--- config.mk ---
export PLATFORM = sky130hd
export DESIGN_NAME = frame_color_quantizer
export DESIGN_NICKNAME = d
export VERILOG_FILES = /design/src/rtl/frame_buf_pkg.sv /design/src/rtl/frame_quant_ch.sv /design/src/rtl/frame_color_quantizer.sv
export SDC_FILE = /design/constraint.sdc
export NUM_CORES = 1
export LEC_CHECK = 0
export CAP_MARGIN = 20
export CORE_ASPECT_RATIO = 0.9
export CORE_UTILIZATION = 40
export CTS_BUF_LIST = sky130_fd_sc_hd__clkbuf_8 sky130_fd_sc_hd__clkbuf_16
export CTS_CLUSTER_DIAMETER = 60
export DETAILED_ROUTE_END_ITERATION = 8
export GPL_ROUTABILITY_DRIVEN = 0
export PLACE_DENSITY_LB_ADDON = 0.3
export SLEW_MARGIN = 25
export SYNTH_ARGS = -nofsm -noshare
export SYNTH_HDL_FRONTEND = slang
export SYNTH_SLANG_ARGS = --single-unit
--- constraint.sdc ---
create_clock -name clk -period 1.8 [get_ports clk]
set_input_delay 0.18 -clock clk [delete_from_list [all_inputs] [get_ports clk]]
set_output_delay 0.18 -clock clk [all_outputs]
set_load 0.005 [all_outputs]
--- src/rtl/frame_buf_pkg.sv ---
// Shared definitions for the frame buffer write path: channel widths,
// default geometry and the write-side FSM state type.
package frame_buf_pkg;

    localparam int RGB444_CH_W = 4;
    localparam int RGB333_CH_W = 3;

    localparam int DEF_H_SIZE = 640;
    localparam int DEF_V_SIZE = 480;
    localparam int DEF_ADDR_W = 19;

    typedef enum logic {
        IDLE,
        RUN
    } state_t;

endpackage

--- src/rtl/frame_quant_ch.sv ---
// Single-channel 4->3 bit quantizer; the dither bit is added before the
// bit drop and the result saturates at full scale instead of wrapping.
module frame_quant_ch
    import frame_buf_pkg::*;
(
    input  logic [RGB444_CH_W-1:0] c4,
    input  logic                   dither,
    output logic [RGB333_CH_W-1:0] c3
);

    logic [RGB444_CH_W:0] sum;

    // NOTE: every always_comb output gets a default first so no path can infer a latch.
    always_comb begin
        sum = {1'b0, c4} + {{RGB444_CH_W{1'b0}}, dither};
        c3  = sum[RGB444_CH_W-1:1];
        if (sum[RGB444_CH_W]) begin
            c3 = '1;
        end
    end

endmodule

--- src/rtl/frame_color_quantizer.sv ---
// Streams RGB444 pixels into video RAM as RGB333 words, one full frame per
// start command, with optional 2x2 ordered dither.
module frame_color_quantizer
    import frame_buf_pkg::*;
#(
    parameter int H_SIZE    = DEF_H_SIZE,
    parameter int V_SIZE    = DEF_V_SIZE,
    parameter int ADDR_W    = DEF_ADDR_W,
    parameter int DITHER_EN = 1
) (
    input  logic              clk,
    input  logic              reset_n,
    input  logic              start,
    input  logic              in_valid,
    output logic              in_ready,
    input  logic [11:0]       in_color,
    output logic              wr_en,
    output logic [ADDR_W-1:0] wr_addr,
    output logic [8:0]        wr_data,
    output logic              busy,
    output logic              frame_done
);

    localparam int XW = (H_SIZE > 1) ? $clog2(H_SIZE) : 1;
    localparam int YW = (V_SIZE > 1) ? $clog2(V_SIZE) : 1;
    localparam logic [XW-1:0] X_LAST = XW'(H_SIZE - 1);
    localparam logic [YW-1:0] Y_LAST = YW'(V_SIZE - 1);

    state_t            state;
    logic [XW-1:0]     x;
    logic [YW-1:0]     y;
    logic [ADDR_W-1:0] addr;
    logic              accept;
    logic              last_px;
    logic              dither;
    logic [8:0]        q_color;

    // in_ready depends on the state register alone so the master never sees a combinational loop.
    assign in_ready = (state == RUN);
    assign busy     = (state == RUN);
    assign accept   = in_valid && in_ready;
    assign last_px  = (x == X_LAST) && (y == Y_LAST);
    assign dither   = (DITHER_EN != 0) && (x[0] ^ y[0]);

    frame_quant_ch u_quant_r (.c4(in_color[11:8]), .dither(dither), .c3(q_color[8:6]));
    frame_quant_ch u_quant_g (.c4(in_color[7:4]),  .dither(dither), .c3(q_color[5:3]));
    frame_quant_ch u_quant_b (.c4(in_color[3:0]),  .dither(dither), .c3(q_color[2:0]));

    // NOTE: registered state uses non-blocking assignments only, so every flop samples pre-edge values.
    always_ff @(posedge clk) begin
        if (!reset_n) begin
            state      <= IDLE;
            wr_en      <= 1'b0;
            frame_done <= 1'b0;
            wr_addr    <= '0;
            wr_data    <= '0;
            x          <= '0;
            y          <= '0;
            addr       <= '0;
        end else begin
            wr_en      <= accept;
            frame_done <= accept && last_px;
            if (accept) begin
                wr_addr <= addr;
                wr_data <= q_color;
            end

            case (state)
                IDLE: begin
                    if (start) begin
                        x     <= '0;
                        y     <= '0;
                        addr  <= '0;
                        state <= RUN;
                    end
                end
                RUN: begin
                    if (accept) begin
                        if (last_px) begin
                            x     <= '0;
                            y     <= '0;
                            addr  <= '0;
                            state <= IDLE;
                        end else begin
                            addr <= addr + ADDR_W'(1);
                            if (x == X_LAST) begin
                                x <= '0;
                                y <= y + YW'(1);
                            end else begin
                                x <= x + XW'(1);
                            end
                        end
                    end
                end
                default: state <= IDLE;
            endcase
        end
    end

endmodule
==> run summary, run 1 <==
* finished clean — outcome
* 30 — site row count
* 0 — DRC viols
* 8.22 mm — total wire length after detailed routing
* 0 — final max-slew violation count
* 491 — number of nets at the end of the flow
* 2030 ps — required time at the endpoint of the critical path
* 320 ps — delay of the slowest cell on the worst path
* 0 — remaining global-route overflow
* 1 — count of buffer and inverter cells on the critical path
* 4050 sq um — cell area after placement
* 3310 uW — PnR Total Power
* 42.2% — starting density of the core
* met4 — top metal layer carrying routed signals
* 2 — deepest clock path buffer count
* 8.21 sq um — per-instance average area after synthesis
* yes — RSZ-0062 raised after global routing
* 0 — post-CTS setup buffers
* reg -> reg — Hold Crit Class
* 418 — number of nets in the synthesized netlist
* sky130_fd_sc_hd__clkbuf_8 — root buffer cell
* 48 — number of top-level design ports
* sky130_fd_sc_hd__dfxtp_1 — ys flop type
* 50 — pin count of the biggest net entering global routing
* 484 um — Routed met3 length
* 3 — Max H-tree Level
* 6 — logic depth of the worst setup path including buffers
* 345 ps — Worst Tran Pin Value
* 4320 sq um — cell area after layout
* 8.07 ps — clock skew after layout
* flop — endpoint kind of the worst setup timing path
* 0% — share of flip-flops with an asynchronous set or reset after synthesis
* 570 — Layout Cells excl Fill
* 0 — number of nets still failing antenna checks after routing
* 0 — hold buffer count at CTS
* 20.2% — overall routing resource usage
* flop — startpoint type of the worst setup path
* 0 — number of warnings printed during yosys synthesis
* 396 — post-synthesis instance total
* 3250 sq um — post-synth design cell area
* 42.5% — sequential-to-total area share from yosys stat
* 0 — count of maximum capacitance violations
* 0 — number of antenna violations at the first check in global routing
* 3116 — count of vias placed by the detailed router
* 80 ps — Clock transition at path regs
* 3.92 mm — Met1 Routed Length
* 8490 sq um — floorplan die area
* 0.352 mV — Max VDD drop
* 87.5 um — Die Ht
* 69 — number of flip-flops and latches in the synthesized netlist
* reg -> reg — WS Path Type
* 0 ps — final total negative setup slack
* 41.6 ps — final setup slack of the worst path
* 0 — number of diodes added for antenna fixing
* 69 — CTS sink count
* 5 — number of detailed-route iterations in the first pass
* 11 — Max Fanout on Critical Path
* 14.3% — share of post-route cells with drive strength above 1
* 47 — port buffer count
* 32.8% — layout-stage area growth over the synthesis result
* built — clock tree from TritonCTS
* 7690 sq um — Floorplan Core Area
* 2975 — vias in the first global route
* 0 — Setup Viol. Count Final
* 1760 ps — final critical delay including setup and external delays
* -93.4 ps — Setup WS pre-CTS
* 46 — number of distinct standard cells referenced by the synthesized netlist
* 5.47 — per-cell via count in the routed design
* y[0] — timing startpoint of the critical path
* addr[8] — capturing instance or port of the critical path
* 97.0 um — overall die width
* ha_2, and4_1, and2_1, a21o_2, buf_4, o41ai_1 — cell-by-cell listing of the critical path
* 3.68 mm — met2 WL post-DR
* 67 x sky130_fd_sc_hd__nand2_1, 67 x sky130_fd_sc_hd__dfxtp_1, 47 x sky130_fd_sc_hd__clkdlybuf4s50_1, 34 x sky130_fd_sc_hd__buf_4, 29 x sky130_fd_sc_hd__nand3_1 — most frequent cells in the layout
* 40 ps — r2r setup slk
* 569 MHz — maximum clock rate
* 0 — Fin. Hold Viols
* 6 — Worst R2R Path Depth
* 360 ps — clock insertion delay at the later pin of the skew report
* 1990 ps — Arrival @ worst endpoint
* addr[8] — RR Endpoint
* sky130_fd_sc_hd__dfxtp_1 — slowest stage cell on the critical path
* 165 — Iter 0 DRT Violations
* 768 nW/um^2 — Pwr Density
* 76.3% — worst max-slew margin expressed relative to the limit
* 553 — instance count after placement with tap cells included
* y[0] — worst reg2reg startpoint
* 14.4 um — wire per inst
* 13.9 mm — first-pass GRT wire length
* 0 — number of synthesized flops with an enable pin
* compound AO/OA/AOI/OAI gates — Crit path max-delay family
* 9 — Num CTS Buffers
* 97.7% — share of the cycle needed by the critical path after routing
* 5.71 mm — dpl hpwl
* 0.00158 uW — standby leakage power
[cell families (layout without fill, tap and decap cells)]
group           count (synthesis)  count (layout)  synth area share [%]
buf+inv                        30             108                  4.39
xor+xnor                       10              10                  2.69
flops                          69              69                  42.5
fa+ha+maj                       6               6                  2.31
simple gates                  176             176                  26.3
compound gates                 98              98                  19.7
mux                             7               7                  2.16
[synth_stat cells, types with 3 or more instances]
cell | number | area, sq um
sky130_fd_sc_hd__clkbuf_1 | 12 | 45.0
sky130_fd_sc_hd__o21ai_0 | 23 | 115
sky130_fd_sc_hd__buf_2 | 3 | 15.0
sky130_fd_sc_hd__dfxtp_1 | 69 | 1380
sky130_fd_sc_hd__and3_1 | 11 | 68.8
sky130_fd_sc_hd__nor2b_1 | 4 | 25.0
sky130_fd_sc_hd__nand3b_1 | 4 | 30.0
sky130_fd_sc_hd__nand2_1 | 68 | 255
sky130_fd_sc_hd__a21boi_0 | 23 | 173
sky130_fd_sc_hd__a211oi_1 | 3 | 22.5
sky130_fd_sc_hd__nand3_1 | 29 | 145
sky130_fd_sc_hd__a21o_1 | 4 | 30.0
sky130_fd_sc_hd__nand2b_1 | 5 | 31.3
sky130_fd_sc_hd__nand4_1 | 5 | 31.3
sky130_fd_sc_hd__o211ai_1 | 4 | 30.0
sky130_fd_sc_hd__nor3_1 | 4 | 20.0
sky130_fd_sc_hd__xor2_1 | 8 | 70.1
sky130_fd_sc_hd__buf_6 | 3 | 33.8
sky130_fd_sc_hd__buf_1 | 3 | 11.3
sky130_fd_sc_hd__and2_1 | 8 | 50.1
sky130_fd_sc_hd__a21oi_1 | 16 | 80.1
sky130_fd_sc_hd__o41ai_1 | 3 | 26.3
sky130_fd_sc_hd__nor2_1 | 21 | 78.8
sky130_fd_sc_hd__nor3b_1 | 4 | 30.0
sky130_fd_sc_hd__a22oi_1 | 4 | 30.0
sky130_fd_sc_hd__nor4_1 | 3 | 18.8
sky130_fd_sc_hd__a31oi_1 | 6 | 37.5
sky130_fd_sc_hd__or3_1 | 5 | 31.3
sky130_fd_sc_hd__mux2i_1 | 7 | 70.1
sky130_fd_sc_hd__inv_1 | 8 | 30.0
sky130_fd_sc_hd__ha_1 | 6 | 75.1
[worst min path at each step]
stage / cells after the start / slack, ps / from / endpoint
finish: 2 / 460 / wr_addr[5] / wr_addr[5]
global route: 2 / 490 / wr_addr[11] / wr_addr[11]
CTS: 2 / 470 / wr_addr[5] / wr_addr[5]
detailed placement: 2 / 460 / wr_addr[5] / wr_addr[5]
global placement: 2 / 450 / wr_addr[5] / wr_addr[5]
floorplan: 2 / 370 / in_color[3] / wr_data[2]
[tightest hold or removal path, delay by kind of cell (launching register included)]
kind	cells	cell delay, ps
DFF	1	310
and+or+nand+nor	1	40
AOI/OAI and AO/OA	1	60
[layer usage]
| layer | GRT usage [%] | up-vias |
|---|---|---|
| li1 | - | 1548 |
| met3 | 6.18 | 11 |
| met4 | 7.19 | 0 |
| met2 | 32.6 | 89 |
| met1 | 25.9 | 1468 |
| met5 | 0 | - |
[registers in the layout, summed over array words and instances, names as in the netlist]
signal / cells
frame_done: 1
addr: 19
wr_data: 9
wr_en: 1
wr_addr: 19
y: 9
x: 10
busy: 1
[layout make-up]
type	instances	area (sq um)
clock inverters	6	71.3
flip-flops and latches	69	1390
repair buffers	84	777
fillers	731	3380
clock buffers	10	138
inverters	8	30.0
well taps	96	120
multi-input cells	297	1790
[power breakdown]
group	total (uW)	leakage (uW)	switching, uW	internal (uW)
clock	1330	0.0000991	640	686
sequential	1580	0.000559	26.1	1560
combinational	406	0.000924	216	189
total	3310	0.00158	882	2430
[through the flow]
stage | util [%] | hold slack, ps
after floorplan | - | 367
after global routing | 56.1 | 491
after CTS | 55.4 | 468
final | 56.1 | 464
after detailed placement | 52.6 | 457
after global placement | 52.6 | 449
[repair_timing]
action                                  in CTS  in global routing
endpoints found under the setup margin       2                 21
gates cloned                                 0                  1
resized for setup                            2                 15
No activity file was read; power rests on OpenSTA's default activity.
==> run 2, diff against run 1 <==
--- a/config.mk
+++ b/config.mk
@@ -7,11 +7,12 @@
 export LEC_CHECK = 0
 export CAP_MARGIN = 20
 export CORE_ASPECT_RATIO = 0.9
+export CORE_MARGIN = 2
 export CORE_UTILIZATION = 40
 export CTS_BUF_LIST = sky130_fd_sc_hd__clkbuf_8 sky130_fd_sc_hd__clkbuf_16
 export CTS_CLUSTER_DIAMETER = 60
 export DETAILED_ROUTE_END_ITERATION = 8
-export GPL_ROUTABILITY_DRIVEN = 0
+export GPL_ROUTABILITY_DRIVEN = 1
 export PLACE_DENSITY_LB_ADDON = 0.3
 export SLEW_MARGIN = 25
 export SYNTH_ARGS = -nofsm -noshare
==> run summary, run 2 (same netlist as run 1, synthesis figures left out) <==
* finished clean — outcome
* 0 — remaining global-route overflow
* 0 — Setup Viol. Count Final
* 2 — deepest clock path buffer count
* -36.4 ps — Setup WS pre-CTS
* 13.4% — share of post-route cells with drive strength above 1
* 145 — Iter 0 DRT Violations
* 31 — site row count
* 9 — Num CTS Buffers
* 47 — port buffer count
* 30.9% — met2 track utilization from global routing
* 5.41 — per-cell via count in the routed design
* 89.5 um — Die Ht
* 14.2 um — wire per inst
* addr: 19 flops, wr_addr: 19 flops, x: 10 flops — largest registers ranked by flip-flop count
* 1970 ps — Arrival @ worst endpoint
* 32.4% — layout-stage area growth over the synthesis result
* sky130_fd_sc_hd__clkbuf_8 — root buffer cell
* no — RSZ-0062 raised after global routing
* 780 nW/um^2 — Pwr Density
* 737 — Fill cells
* 69 — CTS sink count
* 464 ps — Final Hold Slack
* 0 — number of nets still failing antenna checks after routing
* 0 — count of maximum capacitance violations
* 94.8% — share of the cycle needed by the critical path after routing
* 13.1 mm — first-pass GRT wire length
* 375 ps — Worst Tran Pin Value
* 0 — DRC viols
* 0 — number of antenna violations at the first check in global routing
* 13 — Max Fanout on Critical Path
* 488 — number of nets at the end of the flow
* reg -> reg — Hold Crit Class
* 40.9% — starting density of the core
* 48 — number of top-level design ports
* 3.91% — met3 Use GR
* flop — endpoint kind of the worst setup timing path
* reg -> reg — WS Path Type
* 0.00159 uW — standby leakage power
* 23.9% — met1 global-route usage
* 0.840 — Placer Congestion
* 0 — Fin. Hold Viols
* 5.68 mm — dpl hpwl
* 1710 ps — final critical delay including setup and external delays
* 0 ps — final total negative setup slack
* 3086 — count of vias placed by the detailed router
* 80 ps — Clock transition at path regs
* sky130_fd_sc_hd__nand2_1 — most common cell after layout, fill and taps aside
* 3 — Max H-tree Level
* 586 MHz — maximum clock rate
* 8860 sq um — floorplan die area
* 90 ps — r2r setup slk
* 18.4% — overall routing resource usage
* 67 x sky130_fd_sc_hd__nand2_1, 66 x sky130_fd_sc_hd__dfxtp_1, 47 x sky130_fd_sc_hd__clkdlybuf4s50_1, 30 x sky130_fd_sc_hd__buf_4, 29 x sky130_fd_sc_hd__nand3_1 — most frequent cells in the layout
* built — clock tree from TritonCTS
* 12.2 ps — clock skew after layout
* 74.9% — worst max-slew margin expressed relative to the limit
* 99.0 um — overall die width
* 8.10 mm — total wire length after detailed routing
* 340 ps — clock insertion delay at the later pin of the skew report
* 2060 ps — required time at the endpoint of the critical path
* 94.0 ps — final setup slack of the worst path
* 2801 — vias in the first global route
* 7950 sq um — Floorplan Core Area
* 32 — pin count of the biggest net entering global routing
* 4 — number of detailed-route iterations in the first pass
* 0.399 mV — Max VDD drop
* flop — startpoint type of the worst setup path
* 0 — final max-slew violation count
* met2 — highest-utilization routing layer at the global route stage
* 0 — number of diodes added for antenna fixing
-- run 2: path summary, 6_finish.rpt --
kind                                 start          to  cells after the start
worst max-delay path                  y[1]    addr[15]                      6
worst min-delay path            wr_data[1]  wr_data[1]                      2
worst max register to register        y[1]    addr[15]                      6
worst min register to register  wr_data[1]  wr_data[1]                      2
-- run 2: where the power goes --
part           switching [uW]  internal (uW)  total [uW]
registers                25.2           1560        1580
clock network             587            775        1360
logic                     221            195         416
-- run 2: timing repair --
item,CTS,global route
hold buffers,0,0
setup endpoints to repair,2,28
setup buffers,0,0
pin swaps,0,0
cloned,0,1
resized for setup,1,16
-- run 2: through the flow --
stage | util, % | total power, uW | std cells | area (sq um)
final | 54.1 | 3360 | 570 | 4310
after CTS | 53.4 | 3380 | 569 | 4240
after detailed placement | 50.7 | 2020 | 553 | 4030
after floorplan | - | 1820 | 396 | 3280
after global placement | 50.7 | 2020 | 553 | 4030
after global routing | 54.1 | 3500 | 570 | 4310
-- run 2: critical path: stages, from the launching register on --
cell and delay, ps:
sky130_fd_sc_hd__dfxtp_1 320, sky130_fd_sc_hd__ha_2 190, sky130_fd_sc_hd__and4_1 200, sky130_fd_sc_hd__and2_2 220, sky130_fd_sc_hd__a21o_4 260, sky130_fd_sc_hd__or3_1 350, sky130_fd_sc_hd__o21ai_0 80
-- run 2: area by class of cell --
cell class | instances | area [sq um] | share of cell area [%]
tap | 99 | 124 | 2.88
inverter | 8 | 30.0 | 0.697
clock buffer | 9 | 124 | 2.88
timing repair buffer | 81 | 758 | 17.6
clock inverter | 7 | 91.3 | 2.12
sequential | 69 | 1390 | 32.2
multi-input combinational | 297 | 1790 | 41.6
-- run 2: layer usage --
layer	wire, um	part of all wire [%]
met1	3800	47
met2	3700	46
met3	513	6.3
met4	88	1.1
met5	0	0
